===== src/rtl/vector_angle_search.sv =====
// ============================================================================
// Module   : vector_angle_search
// Brief    : First-quadrant (x, y) to integer degrees by binary search over a
//            shared external sin/cos table.
// Revision : 1.0
// ============================================================================
`default_nettype none

module vector_angle_search #(
   parameter int W    = 16,
   parameter int ITER = 7
) (
   input  logic         clk,
   input  logic         rst,
   input  logic         in_valid,
   output logic         in_ready,
   input  logic [W-1:0] in_x,
   input  logic [W-1:0] in_y,
   output logic [6:0]   rom_angle,
   input  logic [W-1:0] rom_sin,
   input  logic [W-1:0] rom_cos,
   output logic         out_valid,
   input  logic         out_ready,
   output logic [6:0]   out_angle,
   output logic         out_zero
);

   localparam int         CW         = (ITER > 1) ? $clog2(ITER) : 1;
   localparam logic [CW-1:0] C_LAST_CNT = CW'(ITER - 1);
   localparam logic [6:0] C_MAX_ANGLE = 7'd90;

   typedef enum logic [1:0] {
      S_IDLE   = 2'd0,
      S_SEARCH = 2'd1,
      S_DONE   = 2'd2
   } state_t;

   state_t          r_state;
   logic [W-1:0]    r_x;
   logic [W-1:0]    r_y;
   logic [6:0]      r_lo;
   logic [6:0]      r_hi;
   logic [CW-1:0]   r_cnt;
   logic            r_in_ready;
   logic            r_out_valid;
   logic [6:0]      r_out_angle;
   logic            r_out_zero;

   logic [7:0]      w_sum;
   logic [6:0]      w_mid;
   logic [2*W-1:0]  w_ycos;
   logic [2*W-1:0]  w_xsin;
   logic            w_p;
   logic [6:0]      w_lo_nxt;
   logic [6:0]      w_hi_nxt;

   // Upper-median probe keeps lo as the best-known match, so P(lo) stays true.
   assign w_sum  = {1'b0, r_lo} + {1'b0, r_hi} + 8'd1;
   assign w_mid  = w_sum[7:1];
   assign w_ycos = {{W{1'b0}}, r_y} * {{W{1'b0}}, rom_cos};
   assign w_xsin = {{W{1'b0}}, r_x} * {{W{1'b0}}, rom_sin};
   assign w_p    = (w_ycos >= w_xsin);

   always_comb begin
      w_lo_nxt = r_lo;
      w_hi_nxt = r_hi;
      if (r_lo < r_hi) begin
         if (w_p) w_lo_nxt = w_mid;
         else     w_hi_nxt = w_mid - 7'd1;
      end
   end

   assign rom_angle = (r_state == S_SEARCH) ? w_mid : 7'd0;
   assign in_ready  = r_in_ready;
   assign out_valid = r_out_valid;
   assign out_angle = r_out_angle;
   assign out_zero  = r_out_zero;

   always_ff @(posedge clk) begin
      if (rst) begin
         r_state     <= S_IDLE;
         r_x         <= '0;
         r_y         <= '0;
         r_lo        <= 7'd0;
         r_hi        <= C_MAX_ANGLE;
         r_cnt       <= '0;
         r_in_ready  <= 1'b1;
         r_out_valid <= 1'b0;
         r_out_angle <= 7'd0;
         r_out_zero  <= 1'b0;
      end else begin
         case (r_state)
            S_IDLE: begin
               if (in_valid && r_in_ready) begin
                  r_x        <= in_x;
                  r_y        <= in_y;
                  r_lo       <= 7'd0;
                  r_hi       <= C_MAX_ANGLE;
                  r_cnt      <= '0;
                  r_in_ready <= 1'b0;
                  if ((in_x == '0) && (in_y == '0)) begin
                     r_state     <= S_DONE;
                     r_out_valid <= 1'b1;
                     r_out_angle <= 7'd0;
                     r_out_zero  <= 1'b1;
                  end else begin
                     r_state <= S_SEARCH;
                  end
               end
            end
            S_SEARCH: begin
               r_lo  <= w_lo_nxt;
               r_hi  <= w_hi_nxt;
               r_cnt <= r_cnt + 1'b1;
               if (r_cnt == C_LAST_CNT) begin
                  r_state     <= S_DONE;
                  r_out_valid <= 1'b1;
                  r_out_angle <= w_lo_nxt;
                  r_out_zero  <= 1'b0;
               end
            end
            S_DONE: begin
               if (out_ready) begin
                  r_state     <= S_IDLE;
                  r_out_valid <= 1'b0;
                  r_in_ready  <= 1'b1;
               end
            end
            default: begin
               r_state     <= S_IDLE;
               r_in_ready  <= 1'b1;
               r_out_valid <= 1'b0;
            end
         endcase
      end
   end

endmodule

`default_nettype wire


===== config.mk =====
export PLATFORM = sky130hd
export DESIGN_NAME = vector_angle_search
export DESIGN_NICKNAME = d
export VERILOG_FILES = /design/src/rtl/vector_angle_search.sv
export SDC_FILE = /design/constraint.sdc
export NUM_CORES = 1
export LEC_CHECK = 0
export ABC_CLOCK_PERIOD_IN_PS = 9100
export CELL_PAD_IN_SITES_DETAIL_PLACEMENT = 0
export CELL_PAD_IN_SITES_GLOBAL_PLACEMENT = 1
export CORE_MARGIN = 5
export CORE_UTILIZATION = 45
export DETAILED_ROUTE_END_ITERATION = 8
export GPL_TIMING_DRIVEN = 0
export PLACE_DENSITY = 0.85
export SKIP_CTS_REPAIR_TIMING = 1
export SLEW_MARGIN = 20
export SYNTH_ARGS = -nofsm -noshare
export SYNTH_HDL_FRONTEND = slang
export SYNTH_SLANG_ARGS = --single-unit

===== constraint.sdc =====
create_clock -name clk -period 9.1 [get_ports clk]
set_clock_uncertainty 0.2 [all_clocks]
set_input_delay 1.82 -clock clk [delete_from_list [all_inputs] [get_ports clk]]
set_output_delay 1.82 -clock clk [all_outputs]
set_load 0.05 [all_outputs]

# Word level (Yosys, flattened, before mapping)

Index checks and enable logic that the tools add are counted.

Output and inout bits: 17
Bits in latches: 0
Register bits after elaboration: 61
Word-level logic and storage cells: 71
Bits in writable memories: 0
ROM bits: 0
Input port bits: 68
Memories kept: 0

Reductions and logical operators: 13
Equal/unequal tests: 9
Add/sub/neg operators: 4
Order comparisons: 2
$mul: 2
Shift-type cells: 0
Divide/modulo/power cells: 0
Bitwise gates (word level): 1
Mux-type cells: 30

Operators by type and width:

| cell                                                                   | number |
|---|---|
| 7-bit two-way mux                                                      | 10 |
| 16-bit by 16-bit multiplier with 32-bit output                         | 2 |
| 7-bit case mux with 2 select lines                                     | 3 |
| 32-bit >= comparator                                                   | 1 |
| 16-bit zero test                                                       | 2 |
| 4-bit AND reduction                                                    | 3 |
| 2-bit inequality test (second input constant)                          | 5 |
| 7-bit by 7-bit adder with 8-bit output                                 | 1 |
| 8-bit by 1-bit adder with 8-bit output (second input constant)         | 1 |
| 2-bit two-way mux                                                      | 4 |
| 7-bit less-than comparator                                             | 1 |
| 1-bit two-way mux                                                      | 7 |
| 7-bit by 1-bit subtractor with 7-bit output (second input constant)    | 1 |
| 1-bit case mux with 3 select lines                                     | 2 |
| 2-bit case mux with 3 select lines                                     | 1 |
| 3-bit case mux with 2 select lines                                     | 1 |
| 3-bit AND reduction                                                    | 2 |
| 2-bit AND reduction                                                    | 2 |
| 3-bit by 1-bit adder with 3-bit output (second input constant)         | 1 |
| 3-bit equality test (second input constant)                            | 1 |
| 3-bit two-way mux                                                      | 1 |
| 2-bit by 1-bit equality test with 1-bit output (second input constant) | 1 |
| 2-bit equality test (second input constant)                            | 1 |
| 1-bit logical AND                                                      | 2 |
| other kinds (5)                                                        | 5 |

# Logic depth before layout (Yosys ltp)

Gate-level depths: netlist of the first run.

Depth after elaboration: 6
Depth in mapped cells: 34
Depth with buffers taken out: 32

# Least setup slack after synthesis of the first run

Ideal clock, no wire load.

Path type: input to register
From: input port rom_cos[7]
To: register r_lo[2]
Cell stages on the path: 33
Setup slack: -0.090 ns
Data arrival time: 8.862 ns
Buffers on the path: 2
Cells stage by stage: clkbuf_1 > nand2_1 > fa_1 > inv_1 > fa_1 > inv_1 > fa_1 > inv_1 > fa_1 > fa_1 > inv_1 > fa_1 > inv_1 > ha_1 > buf_2 > nand2_1 > or4_4 > nor4_4 > nor3_2 > o22ai_2 > o22ai_2 > o21bai_2 > a21oi_1 > xnor2_1 > ha_1 > nand4_1 > or3_1 > o21ai_0 > a21oi_1 > a21o_1 > mux2_2 > a2bb2oi_1 > nor2_1

Word-level cells in the longest chain between the ends: 5

RTL lines:

| element                                        | line | source |
|---|---|---|
| start: declaration                             | 21   | `input logic [W-1:0] rom_cos,` |
| 16-bit by 16-bit multiplier with 32-bit output | 60   | `assign w_ycos = {{W{1'b0}}, r_y} * {{W{1'b0}}, rom_cos};` |
| 32-bit >= comparator                           | 62   | `assign w_p = (w_ycos >= w_xsin);` |
| 7-bit two-way mux                              | 68   | `if (w_p) w_lo_nxt = w_mid;` |
| 7-bit two-way mux                              | 67   | `if (r_lo < r_hi) begin` |
| 7-bit case mux with 2 select lines             | 92   | `case (r_state)` |
| end signal: assignment                         | 112  | `r_lo <= w_lo_nxt;` |
| end: declaration                               | 41   | `logic [6:0] r_lo;` |

Every way passes these cells.
A chain may end at the register's enable or synchronous reset.

# Worst setup path in the final report of the first run

From: input port rom_cos[4]
To: register r_lo[5]

The elaborated chain is that of the path after synthesis.

==> reports/qor.yml, run 1 <==
status: "finished with violations"
violations: "negative setup slack"
clk_pin_slew_ps: 60
synth_top_cells_by_area: "fa_1 (38%), ha_1 (16%), inv_1 (9.1%)"
io_buffer_count: 84
synth-seq-cells: 61
final_nets: 3246
die_w_um: 223
cts_made_buffers: 9
cp.required_ps: 9110
rr_worst_depth: 30
hold_viol_final: 0
htree_levels: 3
synthFlopType: "dfxtp_1"
drt_pass1_iterations: 5
synthXorXnorAreaFrac_pct: 2.83
yosysMostFrequentCell: "inv_1"
period_needed_ps: 9410
ant_nets: 0
startpoint: "rom_cos[4]"
finalInstanceArea_um2: 23500
syn_area_um2: 20400
synth_top_family_by_area: "adder cells"
synth-adder-area-share_pct: 53.8
drive_above_1_share_pct: 8.74
holdPathStages: 2
synth_cell_type_count: 63
worst_pin_slew_ps: 892
start_util_pct: 45.2
synth_edf_count: 0
max_freq_mhz: 106
maxCapViolations: 0
p_leak_uw: 0.0118
critPathKind: "in -> reg"
cts_buffer_depth: 2
via_count: 16500
async_flop_share_pct: 0
syn_avg_cell_area_um2: 8.52
finalSetupViolCount: 21
ios: 85
synthMuxAreaShare_pct: 0.104
synth_cells: 2393
arrival_ps: 9420
grt_first_pass_wirelength_um: 89400
synth_top_area_share_pct: 38.2
cts_tree: "yes"
die_y_um: 223
ctsRootBufferMaster: "clkbuf_16"
rows: 78
power.density_nw_per_um2: 132
cp-start-kind: "input pin"
placed_cell_area_um2: 22000
synth_seq_area_share_pct: 5.99
core_um2: 45100
synth_compound_area_share_pct: 7.90
grt_overflow: 0
slew_headroom_pct: 40.1
dp_hpwl_um: 45600
maxSlewViolCount: 0
wl_per_cell_um: 17.5
yosys-top-cells-count: "inv_1 (494), fa_1 (389), nand2_1 (377)"
fin_ws_ps: -307
hold_path_startpoint: "out_angle[2]"
groute.usage.overall_pct: 22.2
cpPeakStageDelay_ps: 570
slowest_stage: "or4_4"
via_per_inst: 5.27
rsz0062_at_grt: "yes"
syn_nets: 3105
insertion_delay_ps: 340
hold_path_class: "reg -> reg"
area.growth.synth_to_final_pct: 15.0
synth-simple-area-share_pct: 18.6
wirelength_um: 55000
pre_cts_ws_ps: -2080
ir_worst_vdd_uv: 127
place.gp.congestion: 0.909
worstPathMaxFanout: 8
grt_max_degree: 13
dieArea_um2: 49700
antenna_found_initial: 0
drt-initial-drc-count: 906
grt_pass1_vias: 17500
crit_top_cell: "inv_1"
final.period_utilization_pct: 103
drc: 0
yosysWarnings: 0
r2r_start: "r_y[8]"
end_kind: "flip-flop"
cts.sinks: 61
yosysTopAreaCell: "fa_1"
## registers in the layout, summed over array words and instances (netlist names)
signal / flops
out_zero: 1
out_valid: 1
r_x: 16
r_cnt: 3
r_lo: 7
r_y: 16
in_ready: 1
r_hi: 7
out_angle: 7
r_state: 2
## worst max-delay path, delay by kind of cell
family | cells | cell delay [ps]
fa+ha+maj | 8 | 3520
simple gates | 10 | 2120
compound gates | 5 | 850
buf+inv | 7 | 580
mux | 1 | 350
xor+xnor | 1 | 140
## area by class of cell
cell class	instances	area [µm²]
fill	4192	21600
multi-input combinational	1749	17400
inverter	494	1850
timing repair buffer	131	1260
sequential	61	1220
tap	600	751
buffer	88	621
clock buffer	9	225
clock inverter	7	98.8
antenna	2	5.00
## layout by cell type, fill, tap and decap left out, types with 13 or more instances in the layout
| master | n |
|---|---|
| a21o_1 | 40 |
| a21oi_1 | 100 |
| and2_1 | 234 |
| buf_4 | 44 |
| buf_6 | 24 |
| buf_8 | 15 |
| clkbuf_1 | 54 |
| clkbuf_2 | 13 |
| clkdlybuf4s50_1 | 54 |
| dfxtp_1 | 61 |
| fa_1 | 377 |
| ha_1 | 246 |
| inv_1 | 482 |
| nand2_1 | 370 |
| nand3_1 | 16 |
| nor2_1 | 59 |
| o21ai_0 | 20 |
| o21ai_1 | 14 |
| xnor2_1 | 43 |
| xor2_1 | 23 |
## cells by family after synthesis
group | count (synthesis)
AO/OA/AOI/OAI | 256
XOR/XNOR | 66
adder cells (fa/ha/maj) | 644
buffers and inverters | 583
flip-flops | 61
multiplexers | 2
AND/OR/NAND/NOR | 781
## path summary, 6_finish.rpt
check	slack, ps	endpoint
max	-310	r_lo[5]
min	250	out_angle[2]
max reg2reg	50	r_lo[5]
min reg2reg	250	out_angle[2]
## stage by stage
step	hold slack [ps]	util, %	total power [µW]	TNS, ps	cells
2_1_floorplan	269	-	1880	0	2393
4_1_cts	253	49.5	2810	-34130	3093
6_report	250	52.0	3090	-4750	3141
5_1_grt	280	52.0	3450	-10570	3139
3_5_place_dp	243	48.8	2410	-41230	3077
3_3_place_gp	240	48.8	2360	-40170	3077
## routing by layer
layer | share of wire (%) | global-route usage (%) | vias up
met5 | 0 | 0 | -
met4 | 3.4 | 7.27 | 0
met3 | 6.7 | 3.37 | 114
met2 | 50 | 38.4 | 511
met1 | 40 | 28.8 | 8321
li1 | - | - | 7597
## power by group
group	switching (µW)	total, µW	internal (µW)
Clock	136	376	241
Sequential	47.0	335	288
Combinational	1330	2380	1050
(Power assumes the default switching activity.)
==> inputs of run 2 (changes only) <==
Settings changed: CTS_BUF_LIST set to sky130_fd_sc_hd__clkbuf_8, SETUP_SLACK_MARGIN set to 0.15.
==> run 2 against run 1 <==
Against the previous run: the flow still finishes with violations (negative setup slack); sequential power about the same; critical path depth up 1; routed wire length down 0.13%; fmax down 1.9%; register-to-register slack worse by 180 ps; clock-buffer cell count up 1; power down 2.6%; global-route usage about the same; clock power down 10%; largest power group unchanged; sequential share of layout area up 0.070 points; first-iteration DRC count down 6.3%.
==> reports/qor.yml, run 2 (same netlist as run 1, synthesis figures left out) <==
cpPeakStageDelay_ps: 540
max_freq_mhz: 104
htree_levels: 3
ios: 85
critPathKind: "in -> reg"
multi_input_area_um2: 17300
grt_overflow: 0
die_y_um: 223
final_nets: 3233
core_um2: 45100
worstPathMaxFanout: 7
fin_ws_ps: -492
fillers: 4258
arrival_ps: 9610
ant_nets: 0
via_per_inst: 5.26
instances_no_fill: 3126
place.gp.congestion: 0.934
period_needed_ps: 9590
power.density_nw_per_um2: 130
grt_max_degree: 12
rsz0062_at_grt: "yes"
fin_setup_tns_ps: -6110
cp-start-kind: "input pin"
drt_pass1_iterations: 5
mostFrequentLayoutCell: "inv_1"
cts.sinks: 61
io_buffer_count: 84
drive_above_1_share_pct: 7.05
final.period_utilization_pct: 105
ir_worst_vdd_uv: 138
final_cell_mix: "inv_1 (491), fa_1 (382), nand2_1 (374)"
cts_buffer_depth: 2
reg2reg_slack_ps: -130
drc: 0
p_leak_uw: 0.0117
insertion_delay_ps: 360
diodes: 0
crit_top_cell: "fa_1"
wirelength_um: 54900
worst_pin_slew_ps: 932
cp.required_ps: 9120
slew_headroom_pct: 37.4
hold_path_class: "reg -> reg"
finalInstanceArea_um2: 23100
maxSlewViolCount: 0
path_delay_family: "adder cells"
cts_made_buffers: 9
finalSetupViolCount: 21
maxCapViolations: 0
drt-initial-drc-count: 849
postLayoutCoreUtil_pct: 51.3
grt_first_pass_wirelength_um: 89300
status: "finished with violations"
ff_latch_area_um2: 1220
violations: "negative setup slack"
hold_viol_final: 0
end_kind: "flip-flop"
start_util_pct: 45.2
reg_top3: "r_x (16), r_y (16)"
dp_cells: 3077
slowest_stage: "fa_1"
dp_hpwl_um: 46300
ctsRootBufferMaster: "clkbuf_8"
path_buf_inv: 7
antenna_found_initial: 1
cts_tree: "yes"
worst_hold_slack_ps: 257
clk_pin_slew_ps: 70
rows: 78
groute.usage.overall_pct: 22.2
die_w_um: 223
via_count: 16400
grt_pass1_vias: 17400
wl_per_cell_um: 17.6
placed_cell_area_um2: 22100
dieArea_um2: 49700
area.growth.synth_to_final_pct: 13.5
## run 2: cell count changes in the layout (fill, tap and decap cells not counted), sizes merged
| cell | change |
|---|---|
| diode | -2 |
| buf | -13 |
| clkinv | -1 |
| dlymetal6s2s | +2 |
| bufinv | +2 |
| inv | -1 |
| clkinvlp | -1 |
| clkbuf | -1 |
## run 2: metrics by stage
| stage | total power, µW | setup WS (ps) |
|---|---|---|
| 6_report | 3010 | -492 |
| 5_1_grt | 3350 | -792 |
| 4_1_cts | 2820 | -1450 |
| 3_5_place_dp | 2470 | -1780 |
| 3_3_place_gp | 2420 | -1700 |
| 2_1_floorplan | 1920 | 153 |
## run 2: per-layer routing
| metal | GRT usage, % | routed length [µm] |
|---|---|---|
| met2 | 38.5 | 27200 |
| met1 | 28.3 | 22400 |
| met3 | 3.86 | 3540 |
| met5 | 0 | 0 |
| met4 | 7.15 | 1780 |
## run 2: worst paths after layout
check / start / endpoint / cells past startpoint
worst max register to register: r_y[8] / r_lo[3] / 31
worst max-delay path: rom_cos[5] / r_lo[3] / 33
worst min register to register: out_valid / out_valid / 1
worst min-delay path: out_valid / out_valid / 1
## run 2: final cells by class
type                    instances  share of cell area [%]
clock inverters                 6                   0.579
plain buffers                  89                    2.68
inverters                     494                    8.01
multi-input cells            1749                    74.8
flip-flops and latches         61                    5.28
repair buffers                117                    4.80
clock buffers                  10                   0.595
well taps                     600                    3.24
## run 2: report_power, final
group | leakage [µW] | total [µW] | switching (µW) | internal [µW]
registers | 0.000497 | 337 | 49.0 | 288
logic | 0.0110 | 2340 | 1320 | 1020
clock network | 0.000136 | 337 | 119 | 217
==> inputs of run 3 (changes only) <==
Settings changed: CAP_MARGIN set to 20, CTS_CLUSTER_DIAMETER set to 30, HOLD_SLACK_MARGIN set to 0.08.
==> results of run 3 <==
The final DEF is identical to that of run 2; final timing and power are the same.
